## src/rtl/pattern_matcher.sv

```systemverilog
`default_nettype none
// ============================================================================
// pattern_matcher : forwards an Avalon-ST symbol stream through one register
//                   stage and flags packets that contain a 12-symbol key.
// Revision        : 1.0
// ============================================================================
module pattern_matcher #(
  parameter int REG_WIDTH = 32,
  parameter int PAT_WIDTH = 3,
  parameter int SYM_WIDTH = 8,
  parameter int CNT_WIDTH = 16
) (
  input  logic                                clk_i,
  input  logic                                rst_n_i,
  input  logic [PAT_WIDTH-1:0][REG_WIDTH-1:0] pattern_i,
  input  logic                                wrken_i,
  input  logic [SYM_WIDTH-1:0]                snk_data_i,
  input  logic                                snk_valid_i,
  input  logic                                snk_sop_i,
  input  logic                                snk_eop_i,
  output logic                                snk_ready_o,
  output logic [SYM_WIDTH-1:0]                src_data_o,
  output logic                                src_valid_o,
  output logic                                src_sop_o,
  output logic                                src_eop_o,
  output logic                                src_match_o,
  input  logic                                src_ready_i,
  output logic [CNT_WIDTH-1:0]                match_cnt_o
);

  localparam int KEY_LEN = PAT_WIDTH * REG_WIDTH / SYM_WIDTH;
  localparam int KEY_W   = KEY_LEN * SYM_WIDTH;
  localparam int WIN_W   = (KEY_LEN - 1) * SYM_WIDTH;
  localparam int FILL_W  = $clog2(KEY_LEN);
  localparam logic [FILL_W-1:0]    FILL_MAX = FILL_W'(KEY_LEN - 1);
  localparam logic [FILL_W-1:0]    FILL_ONE = FILL_W'(1);
  localparam logic [CNT_WIDTH-1:0] CNT_ONE  = CNT_WIDTH'(1);

  typedef enum logic [0:0] {
    ST_IDLE   = 1'b0,
    ST_IN_PKT = 1'b1
  } state_t;

  state_t                 state_q, state_d;
  logic [KEY_W-1:0]       key_q, key_d;
  logic                   en_q, en_d;
  logic [WIN_W-1:0]       win_q, win_d;
  logic [FILL_W-1:0]      fill_q, fill_d;
  logic                   hit_q, hit_d;
  logic                   valid_q, valid_d;
  logic [SYM_WIDTH-1:0]   data_q, data_d;
  logic                   sop_q, sop_d;
  logic                   eop_q, eop_d;
  logic                   match_q, match_d;
  logic [CNT_WIDTH-1:0]   cnt_q, cnt_d;

  logic accept;
  logic out_hs;
  logic match_now;

  assign snk_ready_o = !valid_q || src_ready_i;
  assign accept      = snk_valid_i && snk_ready_o;
  assign out_hs      = valid_q && src_ready_i;
  // Window holds the oldest symbol in the low bits, so the live symbol lands
  // in the key position of the last (newest) symbol.
  assign match_now   = en_q && (fill_q == FILL_MAX) && ({snk_data_i, win_q} == key_q);

  always_comb begin
    state_d = state_q;
    key_d   = key_q;
    en_d    = en_q;
    win_d   = win_q;
    fill_d  = fill_q;
    hit_d   = hit_q;
    valid_d = valid_q;
    data_d  = data_q;
    sop_d   = sop_q;
    eop_d   = eop_q;
    match_d = match_q;
    cnt_d   = cnt_q;

    if (out_hs) begin
      valid_d = 1'b0;
      if (eop_q && match_q && (cnt_q != {CNT_WIDTH{1'b1}})) begin
        cnt_d = cnt_q + CNT_ONE;
      end
    end

    if (accept) begin
      valid_d = 1'b1;
      data_d  = snk_data_i;
      sop_d   = snk_sop_i;
      eop_d   = snk_eop_i;
      match_d = 1'b0;
      if (snk_sop_i) begin
        key_d   = pattern_i;
        en_d    = wrken_i;
        win_d   = {snk_data_i, {(WIN_W - SYM_WIDTH){1'b0}}};
        fill_d  = FILL_ONE;
        hit_d   = 1'b0;
        state_d = snk_eop_i ? ST_IDLE : ST_IN_PKT;
      end else if (state_q == ST_IN_PKT) begin
        win_d = {snk_data_i, win_q[WIN_W-1:SYM_WIDTH]};
        if (fill_q != FILL_MAX) begin
          fill_d = fill_q + FILL_ONE;
        end
        if (match_now) begin
          hit_d = 1'b1;
        end
        if (snk_eop_i) begin
          match_d = hit_q || match_now;
          state_d = ST_IDLE;
        end
      end
    end
  end

  always_ff @(posedge clk_i or negedge rst_n_i) begin
    if (!rst_n_i) begin
      state_q <= ST_IDLE;
      key_q   <= '0;
      en_q    <= 1'b0;
      win_q   <= '0;
      fill_q  <= '0;
      hit_q   <= 1'b0;
      valid_q <= 1'b0;
      data_q  <= '0;
      sop_q   <= 1'b0;
      eop_q   <= 1'b0;
      match_q <= 1'b0;
      cnt_q   <= '0;
    end else begin
      state_q <= state_d;
      key_q   <= key_d;
      en_q    <= en_d;
      win_q   <= win_d;
      fill_q  <= fill_d;
      hit_q   <= hit_d;
      valid_q <= valid_d;
      data_q  <= data_d;
      sop_q   <= sop_d;
      eop_q   <= eop_d;
      match_q <= match_d;
      cnt_q   <= cnt_d;
    end
  end

  assign src_valid_o = valid_q;
  assign src_data_o  = data_q;
  assign src_sop_o   = sop_q;
  assign src_eop_o   = eop_q;
  assign src_match_o = match_q;
  assign match_cnt_o = cnt_q;

endmodule
`default_nettype wire

```

## config.mk

```make
export PLATFORM = sky130hd
export DESIGN_NAME = pattern_matcher
export DESIGN_NICKNAME = d
export VERILOG_FILES = /design/src/rtl/pattern_matcher.sv
export SDC_FILE = /design/constraint.sdc
export NUM_CORES = 1
export LEC_CHECK = 0
export ABC_AREA = 1
export BUFFER_PORTS_ARGS = -buffer_cell sky130_fd_sc_hd__buf_4
export CAP_MARGIN = 10
export CORE_ASPECT_RATIO = 1.2
export CORE_MARGIN = 2
export CORE_UTILIZATION = 45
export CTS_CLUSTER_DIAMETER = 200
export CTS_CLUSTER_SIZE = 14
export DETAILED_ROUTE_END_ITERATION = 6
export GPL_TIMING_DRIVEN = 0
export PLACE_DENSITY = 0.65
export SETUP_SLACK_MARGIN = 0.1
export SYNTH_ARGS = -nofsm -noshare
export SYNTH_HDL_FRONTEND = slang
export SYNTH_SLANG_ARGS = --single-unit
```

## constraint.sdc

```tcl
create_clock -name clk_i -period 1.9 [get_ports clk_i]
set_input_delay 0.19 -clock clk_i [delete_from_list [all_inputs] [get_ports clk_i]]
set_output_delay 0.19 -clock clk_i [all_outputs]
set_load 0.02 [all_outputs]
```

== Word-level counts from Yosys, hierarchy flattened ==
Index checks and enable logic that the tools add are counted.
Widths: inputs -> output; s select.

* $add $sub $neg: 2
* Reduce and logical (&&, ||, !) cells: 18
* Multiplexer cells: 16
* Equality and inequality tests: 4

{| class="wikitable"
|+ Operators by type and width
! operator !! number
|-
| $mux 88 || 2
|-
| $eq 96x96->1 || 1
|-
| $add 16x1->16 const B || 1
|-
| $ne 16x16->1 const B || 1
|-
| $mux 4 || 3
|-
| $mux 1 || 11
|-
| $reduce_bool 2->1 || 4
|-
| $logic_and 1x1->1 || 6
|-
| $reduce_and 2->1 || 3
|-
| $reduce_and 3->1 || 2
|-
| $add 4x1->4 const B || 1
|-
| $eq 4x4->1 const B || 1
|-
| $ne 4x4->1 const B || 1
|-
| $logic_or 1x1->1 || 2
|-
| $logic_not 1->1 || 1
|}

* Word-level logic and storage cells: 52
* Bits of input ports: 111
* Register bits after elaboration: 219

== Depth between registers and ports, before layout ==
* Word-level depth: 7
* Mapped depth: 14

== Least setup slack after synthesis ==
No wires, ideal clock.

* Path kind: reg-to-reg
* From: reg cnt_q[0], in the netlist match_cnt_o[0]
* To: reg cnt_q[13], in the netlist match_cnt_o[13]
* Data arrival time: 1.485 ns
* Period minus slack after synthesis: 1.617 ns
* Path slack: 0.283 ns
* Data required time: 1.768 ns
* Cell stages (with the launch flop): 10
* Library setup time: 0.132 ns
* Cell sequence: dfrtp_1 -> ha_1 -> nand3_2 -> nor3_2 -> nand3_2 -> nand2_4 -> inv_4 -> nand3_2 -> nor2_2 -> xor2_1

* Cells in the longest elaborated chain, start to end: 3

{| class="wikitable"
|+ RTL lines
! item !! RTL line !! source
|-
| start, declared || 55 || <nowiki>logic [CNT_WIDTH-1:0] cnt_q, cnt_d;</nowiki>
|-
| start signal, assigned || 144 || <nowiki>cnt_q <= cnt_d;</nowiki>
|-
| parallel branches: the longest is 3 deep, another holds $add 16x1->16 || -- ||
|}

Parallel ways; which one is timed is not known.
A chain may end at the register's enable or synchronous reset.

== Worst setup path in the final report ==
* From: reg valid_q, in the netlist src_valid_o
* To: reg key_q[24]

* Cells in the longest elaborated chain, start to end: 4

{| class="wikitable"
|+ RTL lines
! item !! RTL line !! source
|-
| start, declared || 50 || <nowiki>logic valid_q, valid_d;</nowiki>
|-
| start signal, assigned || 139 || <nowiki>valid_q <= valid_d;</nowiki>
|-
| $logic_not 1->1 || 61 || <nowiki>assign snk_ready_o = !valid_q || src_ready_i;</nowiki>
|-
| $logic_or 1x1->1 || 61 ||
|-
| $logic_and 1x1->1 || 62 || <nowiki>assign accept = snk_valid_i && snk_ready_o;</nowiki>
|-
| $reduce_and 2->1 (no source line) || -- ||
|-
| end signal, assigned || 134 || <nowiki>key_q <= key_d;</nowiki>
|-
| end, declared || 45 || <nowiki>logic [KEY_W-1:0] key_q, key_d;</nowiki>
|}

No other way between the ends.

==> impl_results.md <==
- Outcome: completed
- Fin crit period: 1650 ps
- Post-synth cell types: 36
- Worst EP arrival: 1990 ps
- Area leader, netlist: dfrtp_1
- Gate count of the mapped netlist: 1173
- Pin count of the biggest net entering global routing: 118
- TritonCTS clock tree: built
- H-tree depth: 1
- P per Cell Area: 856 mW/mm2
- Vias per Instance: 4.81
- Synth Area per Inst: 8.43 um2
- Yosys warns: 0
- Detailed Route WL: 25100 um
- RSZ-0062 raised after global routing: no
- Routability Congestion: 0.828
- Worst-skew pair later-pin latency: 490 ps
- Post-Syn Nets: 1286
- Min-delay worst type: input port to register
- Routed WL per cell: 14.7 um
- CTS Buf Count: 19
- Synth area leaders: dfrtp_1 (55%), nand2_1 (16%), inv_1 (6.6%)
- Worst-path clk slew: 70 ps
- Netlist Area Pre-Place: 0.00989 mm2
- Core ar.: 0.0216 mm2
- IO Port Bufs: 139
- Total power: 11.0 mW
- Hold Violations, Final: 0
- Worst endpoint required time: 2240 ps
- CTS sink count: 219
- Row count: 59
- GRT Util Overall: 21.9%
- Die Y: 166 um
- Area Overhead vs Synth: 30.1%
- CP Max Fanout: 10
- Vias in the first global route: 8227
- Effective utilization at floorplan: 45.7%
- Worst-case clock buffer depth: 3
- Routed Antenna Nets: 0
- NumNets Final: 1553
- Max cap viols: 0
- Max-slew violations: 0
- Commonest cells after routing, fill and taps aside: nand2_1 (411), dfrtp_1 (219), inv_1 (174)
- Via count: 8242
- Fin cells: 1714
- DR iter-0 viols: 413
- CP startpoint kind: register
- Ports: 140
- Maximum VDD drop: 0.908 mV
- First-pass GRT wire length: 41400 um
- First drt pass iteration count: 5
- CTS root buf: clkbuf_16
- Period utilisation layout: 86.7%
- Final setup fails: 0
- Critical Path End Type: register
- Kind of critical path: register to register
- Top cell type's share of synthesized area: 55.4%
- Layout cells sized above 1: 15.2%
- Final HPWL DP: 17400 um
- Slew margin rel.: 38.4%
- Yosys reg bits: 219
- Residual DRC: 0
- Grt ovf: 0
- Placed insts: 1587
- Peak Freq: 607 MHz
- Commonest non-fill, non-tap cell in the layout: nand2_1
- P_leak: 6.40 nW
- Worst Max-Slew Pin Slew: 924 ps
- Full die area: 0.0232 mm2
- Sequential cell area fraction in the yosys report: 55.4%
- Die X: 139 um
- Initial antenna violation count: 1
- Skew final: 4.69 ps
## power breakdown
group          switching, mW  internal [mW]
Combinational           1.14          0.930
Sequential             0.355           5.18
Clock                   1.63           1.77
Total                   3.13           7.88
## synthesized netlist by cell type
master,count
nand2_1,411
dfrtp_1,219
inv_1,174
o21ai_0,79
o22ai_1,72
nor2_1,52
xnor2_1,32
xor2_1,18
o21ai_1,17
buf_2,16
nand3_1,15
clkbuf_1,13
buf_4,10
nand4_1,7
nand3_2,5
a21oi_1,3
inv_2,3
inv_4,3
nand2_2,3
nor2_2,3
ha_1,2
nand2_4,2
a21oi_4,1
a22oi_1,1
buf_1,1
buf_6,1
nand3b_1,1
nor2_4,1
nor2_8,1
nor3_1,1
nor3_2,1
nor3_4,1
nor4_2,1
o21a_1,1
o21ai_2,1
or2_2,1
## routing by layer
layer  vias up  global-route usage (%)  share of wire [%]
met5         -                       0                  0
met4         0                    5.45                1.7
met3        32                    2.71                3.6
met2       159                    37.3                 49
met1      3891                    29.8                 46
li1       4160                       -                  -
## path summary, 6_finish.rpt
check	from	to	slack (ps)	depth (start not counted)
setup / recovery	src_valid_o	key_q[24]	250	5
hold / removal	snk_data_i[5]	win_q[85]	6	3
setup reg to reg	src_valid_o	key_q[24]	250	5
hold reg to reg	en_q	en_q	480	2
max in group asynchronous	rst_n_i	win_q[37]	560	3
min in group asynchronous	rst_n_i	match_cnt_o[0]	320	2
## worst max-delay path, stage by stage, from the launching register on
cell	delay, ps
dfrtp_1	410
nand2_2	120
nand2_4	120
nor2_8	220
clkbuf_1	450
o21ai_0	180
## area by class of cell
| class | instances | area, um2 |
|---|---|---|
| fill | 1925 | 8770 |
| inverter | 180 | 683 |
| sequential | 219 | 5480 |
| multi-input combinational | 733 | 3510 |
| tap | 274 | 343 |
| timing repair buffer | 246 | 2130 |
| antenna | 1 | 2.50 |
| buffer | 41 | 219 |
| clock buffer | 19 | 475 |
| clock inverter | 1 | 7.51 |
## cells by family (layout without fill, tap and decap cells)
group | count (synthesis) | after routing | synth area share (%)
other | 0 | 1 | 0
xor gates and xnor gates | 50 | 50 | 4.43
DFF | 219 | 219 | 55.4
AOI/OAI and AO/OA | 175 | 175 | 9.97
adders and majority gates | 2 | 2 | 0.253
buffers and inverters | 221 | 487 | 9.12
and+or+nand+nor | 506 | 506 | 20.8
## registers in the layout, indices dropped and copies added, names as in the netlist
| register | flops |
|---|---|
| src_sop_o | 1 |
| match_cnt_o | 16 |
| win_q | 88 |
| src_eop_o | 1 |
| fill_q | 4 |
| src_match_o | 1 |
| hit_q | 1 |
| state_q | 1 |
| en_q | 1 |
| src_valid_o | 1 |
| src_data_o | 8 |
| key_q | 96 |
## timing repair
action                                  4_1_cts  5_1_grt
setup buffers                                 0        2
endpoints found under the hold margin       223        0
hold buffers                                104        0
endpoints found under the setup margin        0        2
gates resized for setup                       0        3
## per-stage QoR
stage	setup WS (ps)	hold slack (ps)	util, %	TNS (ps)	instance area, um2
6_report	252	6.32	59.5	0	12900
5_1_grt	125	47.2	59.5	0	12900
4_1_cts	119	0.775	59.3	0	12800
2_1_floorplan	283	-106	-	0	9890
3_5_place_dp	139	326	52.3	0	11300
3_3_place_gp	-1030	392	52.1	-221910	11300
Note: power is estimated with default switching activity, not from simulation.
